$ cat src/rtl/uart_rx_mmio_pkg.sv
`default_nettype none
// ============================================================================
//  Module   : uart_rx_mmio_pkg
//  Brief    : Shared register map, status bit indices, FSM encoding and
//             divisor helper for the memory-mapped UART receiver.
//  Revision : 1.0
// ============================================================================
package uart_rx_mmio_pkg;

    localparam logic UART_DATA   = 1'b0;
    localparam logic UART_STATUS = 1'b1;

    localparam int ST_OVR = 4;
    localparam int ST_FRM = 5;

    typedef enum logic [1:0] {
        S_IDLE  = 2'd0,
        S_START = 2'd1,
        S_DATA  = 2'd2,
        S_STOP  = 2'd3
    } rx_state_t;

    function automatic int calc_divisor(input int clock_rate, input int baud_rate);
        return clock_rate / baud_rate;
    endfunction

endpackage
`default_nettype wire

$ cat src/rtl/uart_rx_mmio_sync_fifo.sv
`default_nettype none
// ============================================================================
//  Module   : sync_fifo
//  Brief    : Single-clock FIFO with extra-bit pointers and a combinational
//             head output; push on full is accepted only alongside a pop.
//  Revision : 1.0
// ============================================================================
module sync_fifo #(
    parameter int WIDTH = 8,
    parameter int DEPTH = 8
) (
    input  logic                     clk,
    input  logic                     rstn,
    input  logic                     i_push,
    input  logic [WIDTH-1:0]         i_data,
    input  logic                     i_pop,
    output logic [WIDTH-1:0]         o_head,
    output logic                     o_full,
    output logic                     o_empty,
    output logic [$clog2(DEPTH):0]   o_count
);

    localparam int c_AW = $clog2(DEPTH);

    logic [WIDTH-1:0] r_mem [DEPTH];
    logic [c_AW:0]    r_wr_ptr;
    logic [c_AW:0]    r_rd_ptr;
    logic             w_do_push;
    logic             w_do_pop;

    assign o_empty  = (r_wr_ptr == r_rd_ptr);
    assign o_full   = (r_wr_ptr[c_AW] != r_rd_ptr[c_AW]) &&
                      (r_wr_ptr[c_AW-1:0] == r_rd_ptr[c_AW-1:0]);
    assign o_count  = r_wr_ptr - r_rd_ptr;
    assign o_head   = r_mem[r_rd_ptr[c_AW-1:0]];

    // A full FIFO still takes a push when the same cycle frees a slot.
    assign w_do_pop  = i_pop && !o_empty;
    assign w_do_push = i_push && (!o_full || w_do_pop);

    always_ff @(posedge clk) begin
        if (!rstn) begin
            r_wr_ptr <= '0;
            r_rd_ptr <= '0;
        end else begin
            if (w_do_push) r_wr_ptr <= r_wr_ptr + 1'b1;
            if (w_do_pop)  r_rd_ptr <= r_rd_ptr + 1'b1;
        end
    end

    always_ff @(posedge clk) begin
        if (w_do_push) r_mem[r_wr_ptr[c_AW-1:0]] <= i_data;
    end

endmodule
`default_nettype wire

$ cat src/rtl/uart_rx_mmio.sv
`default_nettype none
// ============================================================================
//  Module   : uart_rx_mmio
//  Brief    : 8N1 UART receiver with byte FIFO behind a two-register MMIO slot.
//  Revision : 1.0
// ============================================================================
module uart_rx_mmio
    import uart_rx_mmio_pkg::*;
#(
    parameter int CLOCK_RATE = 12_000_000,
    parameter int BAUD_RATE  = 9600,
    parameter int FIFO_DEPTH = 8
) (
    input  logic        clk,
    input  logic        rstn,
    input  logic        rx,
    input  logic        req,
    input  logic        wren,
    input  logic        addr,
    input  logic [31:0] wdata,
    output logic [31:0] rdata
);

    localparam int          c_DIVISOR  = calc_divisor(CLOCK_RATE, BAUD_RATE);
    localparam int          c_CW       = $clog2(FIFO_DEPTH) + 1;
    localparam logic [15:0] c_FULL_BIT = 16'(c_DIVISOR - 1);
    localparam logic [15:0] c_HALF_BIT = 16'(c_DIVISOR / 2 - 1);

    logic            r_rx_meta;
    logic            r_rx_sync;
    logic            r_rx_prev;
    rx_state_t       r_state;
    rx_state_t       w_state_next;
    logic [15:0]     r_baud;
    logic [2:0]      r_bit;
    logic [7:0]      r_shreg;
    logic            r_ovr;
    logic            r_frm;

    logic            w_tick;
    logic            w_fall;
    logic            w_load_half;
    logic            w_load_full;
    logic            w_shift;
    logic            w_bit_clr;
    logic            w_push;
    logic            w_frm_set;

    logic            w_rd_data;
    logic            w_rd_status;
    logic            w_wr_status;
    logic            w_pop;
    logic            w_ovr_set;
    logic [7:0]      w_head;
    logic            w_full;
    logic            w_empty;
    logic [c_CW-1:0] w_count;
    logic [7:0]      w_count_ext;
    logic            w_unused_bits;

    assign w_tick = (r_baud == 16'd0);
    assign w_fall = !r_rx_sync && r_rx_prev;

    always_ff @(posedge clk) begin
        if (!rstn) begin
            r_rx_meta <= 1'b1;
            r_rx_sync <= 1'b1;
            r_rx_prev <= 1'b1;
        end else begin
            r_rx_meta <= rx;
            r_rx_sync <= r_rx_meta;
            r_rx_prev <= r_rx_sync;
        end
    end

    always_ff @(posedge clk) begin
        if (!rstn) r_state <= S_IDLE;
        else       r_state <= w_state_next;
    end

    always_comb begin
        w_state_next = r_state;
        case (r_state)
            S_IDLE:  if (w_fall) w_state_next = S_START;
            S_START: if (w_tick) w_state_next = r_rx_sync ? S_IDLE : S_DATA;
            S_DATA:  if (w_tick && (r_bit == 3'd7)) w_state_next = S_STOP;
            S_STOP:  if (w_tick) w_state_next = S_IDLE;
            default: w_state_next = S_IDLE;
        endcase
    end

    always_comb begin
        w_load_half = 1'b0;
        w_load_full = 1'b0;
        w_shift     = 1'b0;
        w_bit_clr   = 1'b0;
        w_push      = 1'b0;
        w_frm_set   = 1'b0;
        case (r_state)
            S_IDLE:  w_load_half = w_fall;
            S_START: begin
                w_load_full = w_tick && !r_rx_sync;
                w_bit_clr   = w_tick && !r_rx_sync;
            end
            S_DATA:  begin
                w_shift     = w_tick;
                w_load_full = w_tick;
            end
            S_STOP:  begin
                w_push      = w_tick && r_rx_sync;
                w_frm_set   = w_tick && !r_rx_sync;
            end
            default: ;
        endcase
    end

    always_ff @(posedge clk) begin
        if (!rstn) begin
            r_baud  <= 16'd0;
            r_bit   <= 3'd0;
            r_shreg <= 8'd0;
        end else begin
            if (w_load_half)      r_baud <= c_HALF_BIT;
            else if (w_load_full) r_baud <= c_FULL_BIT;
            else if (!w_tick)     r_baud <= r_baud - 16'd1;

            if (w_bit_clr)        r_bit <= 3'd0;
            else if (w_shift)     r_bit <= r_bit + 3'd1;

            // Line order is LSB first, so bits enter at the top and walk down.
            if (w_shift)          r_shreg <= {r_rx_sync, r_shreg[7:1]};
        end
    end

    sync_fifo #(
        .WIDTH (8),
        .DEPTH (FIFO_DEPTH)
    ) u_fifo (
        .clk     (clk),
        .rstn    (rstn),
        .i_push  (w_push),
        .i_data  (r_shreg),
        .i_pop   (w_pop),
        .o_head  (w_head),
        .o_full  (w_full),
        .o_empty (w_empty),
        .o_count (w_count)
    );

    assign w_rd_data   = req && !wren && (addr == UART_DATA);
    assign w_rd_status = req && !wren && (addr == UART_STATUS);
    assign w_wr_status = req &&  wren && (addr == UART_STATUS);
    assign w_pop       = w_rd_data && !w_empty;
    assign w_ovr_set   = w_push && w_full && !w_pop;
    assign w_count_ext = 8'(w_count);
    assign w_unused_bits = ^{wdata[31:6], wdata[3:0], w_count_ext[7:4]};

    // Set events take priority over a same-cycle W1C clear.
    always_ff @(posedge clk) begin
        if (!rstn) begin
            r_ovr <= 1'b0;
            r_frm <= 1'b0;
        end else begin
            if (w_ovr_set)                        r_ovr <= 1'b1;
            else if (w_wr_status && wdata[ST_OVR]) r_ovr <= 1'b0;

            if (w_frm_set)                        r_frm <= 1'b1;
            else if (w_wr_status && wdata[ST_FRM]) r_frm <= 1'b0;
        end
    end

    always_ff @(posedge clk) begin
        if (!rstn) begin
            rdata <= 32'd0;
        end else if (w_rd_data) begin
            rdata <= {23'd0, !w_empty, (w_empty ? 8'd0 : w_head)};
        end else if (w_rd_status) begin
            rdata <= {26'd0, r_frm, r_ovr, w_count_ext[3:0]};
        end else begin
            rdata <= 32'd0;
        end
    end

endmodule
`default_nettype wire

$ cat config.mk
export PLATFORM = sky130hd
export DESIGN_NAME = uart_rx_mmio
export DESIGN_NICKNAME = d
export VERILOG_FILES = /design/src/rtl/uart_rx_mmio_pkg.sv /design/src/rtl/uart_rx_mmio_sync_fifo.sv /design/src/rtl/uart_rx_mmio.sv
export SDC_FILE = /design/constraint.sdc
export NUM_CORES = 1
export LEC_CHECK = 0
export ABC_AREA = 0
export CORE_MARGIN = 2
export CORE_UTILIZATION = 30
export DETAILED_ROUTE_END_ITERATION = 10
export DONT_BUFFER_PORTS = 1
export GPL_ROUTABILITY_DRIVEN = 0
export PLACE_DENSITY = 0.48
export SYNTH_ARGS = -nofsm -noshare
export SYNTH_HDL_FRONTEND = slang
export SYNTH_HIERARCHICAL = 1
export SYNTH_SLANG_ARGS = --single-unit
$ cat constraint.sdc
create_clock -name clk -period 5.4 [get_ports clk]
set_input_delay 0.81 -clock clk [delete_from_list [all_inputs] [get_ports clk]]
set_output_delay 0.81 -clock clk [all_outputs]
set_load 0.05 [all_outputs]
## Yosys cells after proc, flatten, opt, wreduce, memory -nomap -nowiden

Memory sizes are Yosys's and may differ from the RTL's. A register that Yosys moved wholly into a read port is not among the register bits.
Index checks and enable logic that the tools add are counted.

- Bits in registers: 74
- Bits in latches: 0
- Bits in writable memories: 64
- ROM bits: 0
- Memories kept: 1

- $add $sub $neg: 5
- Multiply operators: 0
- Div/mod/pow operators: 0
- Order comparisons: 0
- Equality and inequality tests: 13
- Shift operators: 0
- Mux-type cells: 26
- Bitwise operators: 2
- Reduce and logical (&&, ||, !) cells: 32

Memories:

| name | depth | bits a word | read ports | clocked after Yosys merged registers in | wr ports | RTL line | source |
|---|---|---|---|---|---|---|---|
| u_fifo.r_mem | 8 | 8 | 1 | 1 | 1 | uart_rx_mmio_sync_fifo.sv:25 | `logic [WIDTH-1:0] r_mem [DEPTH];` |

Operators by type and width:

| operator | count |
|---|---|
| two-way mux 11 bit | 2 |
| logical AND 1 bit | 17 |
| logical NOT 16 bit | 1 |
| subtractor 16 x 1 -> 16 bit, second input constant | 1 |
| two-way mux 1 bit | 11 |
| two-way mux 10 bit | 1 |
| two-way mux 2 bit | 5 |
| two-way mux 9 bit | 1 |
| adder 4 x 1 -> 4 bit, second input constant | 2 |
| two-way mux 8 bit | 1 |
| inequality test 2 bit, second input constant | 4 |
| one-hot mux 2 bit (4 select lines) | 1 |
| two-way mux 3 bit | 2 |
| two-way mux 6 bit | 1 |
| OR reduction 2 bit | 3 |
| logical NOT 1 bit | 5 |
| == test 2 bit, second input constant | 2 |
| == test 4 bit | 1 |
| AND reduction 4 bit | 1 |
| nonzero test 2 bit | 2 |
| subtractor 4 bit | 1 |
| adder 3 x 1 -> 3 bit, second input constant | 1 |
| == test 3 bit | 1 |
| == test 3 bit, second input constant | 1 |
| other kinds (9) | 10 |

## Logic depth before layout (Yosys ltp)

Gate-level depths: netlist of run 1.

- Depth in word-level cells: 9
- Mapped depth: 9
- Mapped depth without buffers: 9

## By module

The synthesis of run 1 kept the hierarchy.

Modules (own cells, without submodules):

| module | instances | cells each | area each (µm²) | seq. area each (µm²) |
|---|---|---|---|---|
| sync_fifo | 1 | 169 | 3113.0 | 2142.1 |
| uart_rx_mmio | 1 | 234 | 2093.3 | 860.8 |

## Least setup slack after synthesis of run 1

No wires, ideal clock.

- Path type: reg2reg
- Start: reg u_fifo.r_wr_ptr[0]
- End: mem u_fifo.r_mem[4][0], enable pin
- Arrival: 2.981 ns
- Slack: 2.025 ns
- Cell stages (with the launch flop): 8
- Period minus slack after synthesis: 3.375 ns
- Cell sequence: dfxtp_1 inv_1 ha_1 nand3_2 nor2_1 nor4b_1 nor3_2 nor4_1

- Word-level cells in the longest chain between the ends: 8
- Elaborated cells on any way between the ends: 11
- Classes of those cells: 2 x eq/ne; 2 x mux; 7 x reduce/logical

Ends and longest elaborated chain:

| item | RTL line | source |
|---|---|---|
| from (decl) | uart_rx_mmio_sync_fifo.sv:26 | `logic [c_AW:0] r_wr_ptr;` |
| from (signal assigned) | uart_rx_mmio_sync_fifo.sv:46 | `if (w_do_push) r_wr_ptr <= r_wr_ptr + 1'b1;` |
| == test 4 bit | uart_rx_mmio_sync_fifo.sv:31 | `assign o_empty = (r_wr_ptr == r_rd_ptr);` |
| named net w_empty | uart_rx_mmio.sv:56 | `logic w_empty;` |
| logical NOT 1 bit | uart_rx_mmio.sv:153 | `assign w_pop = w_rd_data && !w_empty;` |
| logical AND 1 bit | uart_rx_mmio.sv:153 |  |
| named net w_pop | uart_rx_mmio.sv:52 | `logic w_pop;` |
| logical AND 1 bit | uart_rx_mmio_sync_fifo.sv:38 | `assign w_do_pop = i_pop && !o_empty;` |
| logical OR 1 bit | uart_rx_mmio_sync_fifo.sv:39 | `assign w_do_push = i_push && (!o_full \|\| w_do_pop);` |
| logical AND 1 bit | uart_rx_mmio_sync_fifo.sv:39 |  |
| two-way mux 1 bit | uart_rx_mmio_sync_fifo.sv:52 | `if (w_do_push) r_mem[r_wr_ptr[c_AW-1:0]] <= i_data;` |
| two-way mux 1 bit (implied by the code) | uart_rx_mmio_sync_fifo.sv:52 |  |
| to (decl) | uart_rx_mmio_sync_fifo.sv:25 |  |

The timed path passes the listed nets, and every way through them passes these cells.

## Worst setup path in the final report of run 1

- Start: reg r_baud[11]
- End: mem u_fifo.r_mem[7][1], enable pin

- Word-level cells in the longest chain between the ends: 6

Ends and longest elaborated chain:

| item | RTL line | source |
|---|---|---|
| from (decl) | uart_rx_mmio.sv:34 | `logic [15:0] r_baud;` |
| from (signal assigned) | uart_rx_mmio.sv:123 | `if (w_load_half) r_baud <= c_HALF_BIT;` |
| from (signal assigned) | uart_rx_mmio.sv:124 | `else if (w_load_full) r_baud <= c_FULL_BIT;` |
| from (signal assigned) | uart_rx_mmio.sv:125 | `else if (!w_tick) r_baud <= r_baud - 16'd1;` |
| logical NOT 16 bit | uart_rx_mmio.sv:61 | `assign w_tick = (r_baud == 16'd0);` |
| logical AND 1 bit | uart_rx_mmio.sv:110 | `w_push = w_tick && r_rx_sync;` |
| two-way mux 1 bit | uart_rx_mmio.sv:99 | `case (r_state)` |
| named net w_push | uart_rx_mmio.sv:46 | `logic w_push;` |
| logical AND 1 bit | uart_rx_mmio_sync_fifo.sv:39 |  |
| two-way mux 1 bit | uart_rx_mmio_sync_fifo.sv:52 |  |
| two-way mux 1 bit (implied by the code) | uart_rx_mmio_sync_fifo.sv:52 |  |

The timed path passes the listed nets, and every way through them passes these cells.

==> results of run 1 <==
state kept, by name, summed over array words and instances, names as in the netlist, named ones only:
signal	count
u_fifo/r_rd_ptr	4
r_shreg	8
r_ovr	1
r_frm	1
r_state	1
r_rx_sync	1
r_rx_prev	1
u_fifo/r_mem	64
u_fifo/r_wr_ptr	4
r_rx_meta	1
r_bit	3
r_baud	16
rdata	9
layout make-up:
class                   count  area share [%]
flip-flops and latches    118           50.39
clock inverters             8           1.596
multi-input cells         254           33.66
repair buffers              2          0.2519
well taps                 225           4.724
inverters                  15          0.9448
clock buffers              24           8.440
Yosys cell counts, types with 4 or more instances:
cell and number:
sky130_fd_sc_hd__a211oi_1 5, sky130_fd_sc_hd__a21oi_1 7, sky130_fd_sc_hd__a22o_1 5, sky130_fd_sc_hd__and2_1 4
sky130_fd_sc_hd__buf_4 23, sky130_fd_sc_hd__clkbuf_1 9, sky130_fd_sc_hd__dfxtp_1 54, sky130_fd_sc_hd__edfxtp_1 64
sky130_fd_sc_hd__ha_1 12, sky130_fd_sc_hd__inv_1 15, sky130_fd_sc_hd__mux2_2 8, sky130_fd_sc_hd__mux2i_1 13
sky130_fd_sc_hd__mux4_1 10, sky130_fd_sc_hd__mux4_2 6, sky130_fd_sc_hd__nand2_1 29, sky130_fd_sc_hd__nand2b_1 7
sky130_fd_sc_hd__nand3_1 9, sky130_fd_sc_hd__nand4_1 4, sky130_fd_sc_hd__nor2_1 26, sky130_fd_sc_hd__nor3_1 10
sky130_fd_sc_hd__o211ai_1 4, sky130_fd_sc_hd__o21ai_0 7, sky130_fd_sc_hd__or3_1 5, sky130_fd_sc_hd__xnor2_1 7
sky130_fd_sc_hd__xor2_1 5
where the power goes:
group          internal [mW]  switching, mW
sequential             0.985         0.0500
combinational          0.157          0.273
clock                  0.740          0.381
worst max-delay path by stage:
stage,start,end,slack (ps),cells past startpoint
CTS,r_baud[11],u_fifo/r_mem[7][1],1820,6
floorplan,u_fifo/r_wr_ptr[0],u_fifo/r_mem[4][0],2020,7
global route,r_baud[11],u_fifo/r_mem[7][1],1710,6
detailed placement,r_baud[11],u_fifo/r_mem[7][2],1840,6
finish,r_baud[11],u_fifo/r_mem[7][1],1860,6
global placement,r_baud[11],u_fifo/r_mem[5][2],1940,6
cell usage in the layout (no fill, tap or decap), drive strengths merged, types with 10 or more instances in the layout:
cell type	n
edfxtp	64
nand3	10
mux4	16
nand2	30
clkbuf	24
dfxtp	54
inv	15
mux2i	13
nor3	11
ha	12
nor2	26
conb	23
kinds of logic (layout without fill, tap and decap cells):
| kind of cell | count (synthesis) | after routing |
|---|---|---|
| flops | 118 | 118 |
| simple gates | 118 | 118 |
| xor+xnor | 13 | 13 |
| buf+inv | 53 | 49 |
| other cells | 1 | 23 |
| fa+ha+maj | 13 | 13 |
| mux | 37 | 37 |
| compound gates | 50 | 50 |
layer usage:
layer | vias up | part of all wire (%)
met1 | 1492 | 44
met4 | 0 | 1.3
met3 | 14 | 3.9
li1 | 1476 | -
met2 | 60 | 51
met5 | - | 0
stage by stage:
step | instance area [sq um] | worst slack, ps | total power [mW]
global route | 5959 | 1713 | 2.707
detailed placement | 5361 | 1844 | 1.480
floorplan | 5289 | 2025 | 1.419
CTS | 5959 | 1822 | 2.612
finish | 5959 | 1861 | 2.585
global placement | 5361 | 1938 | 1.475
==> out/metrics.yaml, run 1 <==
outcome: "finished, final reports clean"
fillCellCount: 1661
crit_top_cell: "sky130_fd_sc_hd__nor2_1"
vias_after_detailed_routing: 3042
final_util_pct: 34.82
timing.reg2reg.worst_path_depth: 6
synthesis.instances: 403
cts_root_buf: "sky130_fd_sc_hd__clkbuf_16"
hold_path_class: "reg2reg"
antenna_found_initial: 0
tritoncts: "done"
ctsLongestPathBuffers: 2
timing_worst_setup_path_type: "reg2reg"
timing.rr.start: "r_baud[11]"
maxSlewViolCount: 0
nets: 459
detailedPlacementHpwl_mm: 6.680
grt_first_pass_wirelength_mm: 15.67
worstPathCellList: "or4_1 -> nor2_1 -> nand4_1 -> nor2_1 -> nand3_1 -> nor2_1"
worst_path_largest_cell_delay_ps: 790
placementRows: 48
max_freq_mhz: 282.5
vdd_ir_drop_max_mv: 0.2523
met3_usage_pct: 3.591
final_count_of_hold_timing_violations: 0
worst_skew_pair.late_latency_ps: 410
edff_count_synth: 64
synth-seq-area-share_pct: 57.68
netlist.area_leader.share_pct: 36.91
synth_cell_area_sq_um: 5206
final_min_period_over_clock_period_pct: 65.54
critical_path_required_ps: 5430
largest_net_degree_at_the_start_of_global_routing: 44
synthFlopType: "sky130_fd_sc_hd__edfxtp_1"
synthesis_to_layout_area_growth_pct: 14.47
synthTopCellsByArea: "sky130_fd_sc_hd__edfxtp_1 37%, sky130_fd_sc_hd__dfxtp_1 21%, sky130_fd_sc_hd__mux4_1 5.0%"
r2r-end: "u_fifo/r_mem[7][1]"
crit_path_top_delay_cell: "sky130_fd_sc_hd__nor2_1"
quantity_of_gates_resized_following_cts: 0
power_density_nw_per_um2: 433.8
yosys.area_share.xor_xnor_pct: 2.331
timing.final.crit_period_ps: 3539
maxCapViolCount: 0
num_io_pins: 70
initial_core_utilization_pct: 30.42
place_inst: 614
seq_area_sq_um: 3003
worst_setup_hold_path_clk_slew_ps: 50
timing.slew.headroom_pct: 26.53
final_layout_size_suffix_gt1_share_pct: 14.73
synth.area.mux_share_pct: 11.87
number_of_nets_with_antenna_violations_after_routing: 0
numCtsBuffers: 17
static-leakage-power_nw: 2.162
postCtsHoldBufs: 0
gr-usage-met2_pct: 19.75
cts-htree-levels: 4
hold_slack_ps: 411.0
synthSimpleGateAreaFrac_pct: 11.80
detail_route.iter0.violations: 192
fp.coreArea_sq_um: 17120
synth_cell_type_count: 63
worstHoldStart: "r_rx_meta"
synth.avg_cell_area_sq_um: 12.92
min_to: "r_rx_sync"
synth_seq_cells: 118
fraction_of_synthesis_flops_using_an_asynchronous_set_or_reset_pin_pct: 0
clock_sinks: 118
drc: 0
worst_hold_path.num_cells: 1
worst_setup_path_start_kind: "flip-flop"
rsz0062_at_grt: "false"
die_w_um: 135.7
top_usage_layer: "met2"
grt.total_usage_pct: 11.67
port_buffers: 0
number_of_global_route_vias_before_repair: 2915
final_cell_count_no_fill: 646
routed_wirelength_mm: 10.11
globalRouteMet1Util_pct: 13.84
final.setup.tns_ps: 0
synth_adder_area_share_pct: 3.268
synthesized_area_fraction_occupied_by_ao_oa_aoi_and_oai_cells_pct: 6.969
chipHeight_um: 135.7
cp_top_family: "simple AND/OR/NAND/NOR gates"
count_of_yosys_warnings_during_synthesis: 6
worst-r2r-setup-slack_ps: 1860
arrival_ps: 3570
die-area_sq_um: 18420
fin_skew_ps: 10.46
path_buf_inv: 0
timing.final.setup_violations: 0
post_drt_wl_per_cell_um: 15.65
antenna_diodes: 0
crit_path_end_kind: "flip-flop"
multi_input_area_sq_um: 2006
dr.pass1.iters: 4
globalRouteOverflowTotal: 0
synth_top_family_by_area: "multiplexers"
drt-vias-per-instance: 4.709
cts_setup_buffers: 0
synth_area_leader_cell: "sky130_fd_sc_hd__edfxtp_1"
timing_worst_slew_pin_value_ps: 1101
timing.critical_path.fanout_max: 8
(Power assumes the default switching activity.)
==> inputs of run 2 (changes only) <==
--- a/config.mk
+++ b/config.mk
@@ -5,7 +5,7 @@
 export SDC_FILE = /design/constraint.sdc
 export NUM_CORES = 1
 export LEC_CHECK = 0
-export ABC_AREA = 0
+export ABC_AREA = 1
 export CORE_MARGIN = 2
 export CORE_UTILIZATION = 30
 export DETAILED_ROUTE_END_ITERATION = 10
==> constraint.sdc (replaced) <==
create_clock -name clk -period 3.65 [get_ports clk]
set_input_delay 0.5475 -clock clk [delete_from_list [all_inputs] [get_ports clk]]
set_output_delay 0.5475 -clock clk [all_outputs]
set_load 0.05 [all_outputs]
==> out/metrics.yaml, run 2 <==
vdd_ir_drop_max_mv: 0.4487  # +78%
synthMostInstantiatedCell: "sky130_fd_sc_hd__nor2_1"
critical_path_required_ps: 3760  # -1670 ps
numCtsBuffers: 17  # unchanged
timing.final.setup_violations: 0  # unchanged
fraction_of_synthesis_flops_using_an_asynchronous_set_or_reset_pin_pct: 0  # unchanged
num_io_pins: 70  # unchanged
worst_hold_path.num_cells: 1  # unchanged
synthesis.instances: 555  # +38%
final_cell_mix: "93 x sky130_fd_sc_hd__nor2_1, 82 x sky130_fd_sc_hd__nand2_1, 64 x sky130_fd_sc_hd__edfxtp_1, 54 x sky130_fd_sc_hd__dfxtp_1, 34 x sky130_fd_sc_hd__inv_1"
worst-r2r-setup-slack_ps: 870  # -990 ps
worst_setup_hold_path_clk_slew_ps: 50  # about the same
max_freq_mhz: 360.1  # +27%
hold_slack_ps: 243.3  # -167.7 ps
p_sw_share_pct: 30.56  # +3.3 points
largest_net_degree_at_the_start_of_global_routing: 33  # -25%
drt-vias-per-instance: 4.551  # -3.4%
netlist.area_leader.share_pct: 35.91  # -1.0 points
initial_core_utilization_pct: 30.83  # +0.42 points
final_count_of_hold_timing_violations: 0  # unchanged
count_of_yosys_warnings_during_synthesis: 6  # unchanged
outcome: "finished, final reports clean"
place_ws_ps: 869.2  # -974.8 ps
cts_setup_buffers: 0  # unchanged
number_of_nets_with_antenna_violations_after_routing: 0  # unchanged
grt.total_usage_pct: 12.93  # +1.3 points
seq_power_share_pct: 38.5  # -1.5 points
gr-usage-met2_pct: 21.31  # +1.6 points
synth_area_leader_cell: "sky130_fd_sc_hd__edfxtp_1"
timing_worst_setup_path_type: "reg2reg"
p_int_mw: 2.834  # +51%
synth-seq-area-share_pct: 56.11  # -1.6 points
postPlaceCellArea_sq_um: 5540  # +3.3%
detail_route.iter0.violations: 174  # -9.4%
arrival_ps: 2880  # -690 ps
nets: 619  # +35%
postCtsHoldBufs: 0  # unchanged
timing.reg2reg.worst_path_depth: 14  # +8
timing.rr.start: "u_fifo/r_wr_ptr[0]"
synthFlopType: "sky130_fd_sc_hd__edfxtp_1"
clock_sinks: 118  # unchanged
timing_worst_slew_pin_value_ps: 626.4  # -474.2 ps
max_reg_flops: 64  # unchanged
final.setup.tns_ps: 0  # unchanged
dr.pass1.iters: 4  # unchanged
power.clock.fraction_pct: 40.5  # -2.8 points
drc: 0  # unchanged
hold_path_class: "in2reg"
static-leakage-power_nw: 2.553  # +18%
min_to: "r_rx_meta"
place_inst: 774  # +26%
placementRows: 48  # unchanged
rsz0062_at_grt: "false"
r2r-end: "u_fifo/r_mem[4][4]"
synth_cell_type_count: 43  # -32%
cts_root_buf: "sky130_fd_sc_hd__clkbuf_16"
quantity_of_gates_resized_following_cts: 0  # unchanged
antenna_found_initial: 0  # unchanged
fp.coreArea_sq_um: 17360  # +1.4%
vias_after_detailed_routing: 3668  # +21%
chipHeight_um: 137.6  # +1.3%
grt_first_pass_wirelength_mm: 18.22  # +16%
timing.slew.headroom_pct: 58.09  # +32 points
yosys-top-cells-count: "93 x sky130_fd_sc_hd__nor2_1, 82 x sky130_fd_sc_hd__nand2_1, 64 x sky130_fd_sc_hd__edfxtp_1"
share_comb_of_total_power_pct: 21.0  # +4.4 points
synthesis_to_layout_area_growth_pct: 14.64
edff_count_synth: 64  # unchanged
routed_wirelength_mm: 11.41  # +13%
antenna_diodes: 0  # unchanged
met3_usage_pct: 3.937  # +0.35 points
power_density_nw_per_um2: 665.3  # +53%
worst_skew_pair.late_latency_ps: 410  # about the same
globalRouteMet1Util_pct: 16.05  # +2.2 points
cts-htree-levels: 4  # unchanged
final_cell_count_no_fill: 806  # +25%
crit_path_end_kind: "flip-flop"
final_layout_size_suffix_gt1_share_pct: 12.91  # -1.8 points
worstHoldStart: "rx"
die_w_um: 137.6  # +1.3%
power.net_switching_mw: 1.247  # +77%
die-area_sq_um: 18920  # +2.7%
post_drt_wl_per_cell_um: 14.15  # -9.6%
finalInstanceArea_sq_um: 6135  # +2.9%
ctsLongestPathBuffers: 2  # unchanged
timing.final.crit_period_ps: 2777  # -762.4 ps
maxSlewViolCount: 0  # unchanged
tritoncts: "done"
synth.avg_cell_area_sq_um: 9.642  # -25%
fin_skew_ps: 9.323  # -1.133 ps
setup_slack_ps: 873.1  # -987.6 ps
port_buffers: 0  # unchanged
synthTopCellsByArea: "sky130_fd_sc_hd__edfxtp_1 36%, sky130_fd_sc_hd__dfxtp_1 20%, sky130_fd_sc_hd__nor2_1 6.5%"
final_min_period_over_clock_period_pct: 76.08  # +11 points
number_of_global_route_vias_before_repair: 3459  # +19%
worst_setup_path_start_kind: "flip-flop"
top_usage_layer: "met2"
detailedPlacementHpwl_mm: 7.704  # +15%
synth_cell_area_sq_um: 5351  # +2.8%
maxCapViolCount: 0  # unchanged
globalRouteOverflowTotal: 0  # unchanged
synth_seq_cells: 118  # unchanged
most_common_library_cell_in_the_layout_ignoring_fill_and_taps: "sky130_fd_sc_hd__nor2_1"
timing.critical_path.fanout_max: 8  # unchanged
-- run 2: cell types whose count changed in the layout (fill, tap and decap cells not counted), moves of 10 or more --
| cell | before | now |
|---|---|---|
| sky130_fd_sc_hd__nor2_1 | 26 | 93 |
| sky130_fd_sc_hd__mux2i_1 | 13 | 0 |
| sky130_fd_sc_hd__mux4_1 | 10 | 0 |
| sky130_fd_sc_hd__o22ai_1 | 3 | 16 |
| sky130_fd_sc_hd__inv_1 | 15 | 34 |
| sky130_fd_sc_hd__o21ai_1 | 2 | 29 |
| sky130_fd_sc_hd__nand2_1 | 29 | 82 |
-- run 2: worst max-delay path by stage --
stage | from | endpoint
after floorplan | u_fifo/r_wr_ptr[0] | u_fifo/r_mem[0][0]
after global placement | u_fifo/r_wr_ptr[0] | u_fifo/r_mem[2][5]
after detailed placement | u_fifo/r_wr_ptr[0] | u_fifo/r_mem[4][3]
after CTS | u_fifo/r_wr_ptr[0] | u_fifo/r_mem[4][5]
after global routing | u_fifo/r_wr_ptr[0] | u_fifo/r_mem[2][0]
final | u_fifo/r_wr_ptr[0] | u_fifo/r_mem[4][4]
-- run 2: routing by layer --
layer | part of all wire [%] | vias up | wire [um]
met5 | 0 | - | 0
met4 | 1.0 | 0 | 114
met3 | 3.5 | 11 | 402
met2 | 50 | 66 | 5682
met1 | 46 | 1728 | 5207
li1 | - | 1863 | -
-- run 2: cell type report --
class                   instances  area [sq um]
multi-input cells             380          2021
clock buffers                  21         471.7
inverters                      40         152.6
well taps                     225         281.5
fillers                      1779         11220
flip-flops and latches        118          3003
clock inverters                11         122.6
repair buffers                 11         82.58
-- run 2: power groups by stage --
stage / registers [mW] / clock network [mW] / logic [mW]
2_1_floorplan: 1.58 / 0 / 0.760
3_3_place_gp: 1.60 / 0 / 0.851
3_5_place_dp: 1.60 / 0 / 0.857
4_1_cts: 1.57 / 1.69 / 0.863
5_1_grt: 1.59 / 1.76 / 0.983
6_report: 1.57 / 1.65 / 0.858
-- run 2: cells by family (layout without fill, tap and decap cells) --
kind of cell / count (synthesis) / in the layout / synth area share [%]
buffers and inverters: 79 / 83 / 7.669
AOI/OAI and AO/OA: 92 / 92 / 10.08
DFF: 118 / 118 / 56.11
and+or+nand+nor: 236 / 236 / 20.27
other: 1 / 23 / 0.07008
xor gates and xnor gates: 16 / 16 / 2.619
adders and majority gates: 13 / 13 / 3.180
-- run 2: per-stage QoR --
step	power (mW)	util, %
finish	4.081	35.34
detailed placement	2.456	31.92
global placement	2.448	31.92
floorplan	2.336	-
global route	4.327	35.34
CTS	4.127	35.34
-- run 2: worst max-delay path: stages (launching register included) --
cell                      delay (ps)
sky130_fd_sc_hd__dfxtp_1         430
sky130_fd_sc_hd__inv_1           110
sky130_fd_sc_hd__ha_1            300
sky130_fd_sc_hd__inv_1           210
sky130_fd_sc_hd__nor2_8           80
sky130_fd_sc_hd__nand2_4         100
sky130_fd_sc_hd__inv_1            50
sky130_fd_sc_hd__nor3_2          390
sky130_fd_sc_hd__inv_1           140
sky130_fd_sc_hd__nand3_4         140
sky130_fd_sc_hd__nand2_4          70
sky130_fd_sc_hd__inv_2            70
sky130_fd_sc_hd__nand2_2          80
sky130_fd_sc_hd__nor2_1          100
sky130_fd_sc_hd__buf_4           200
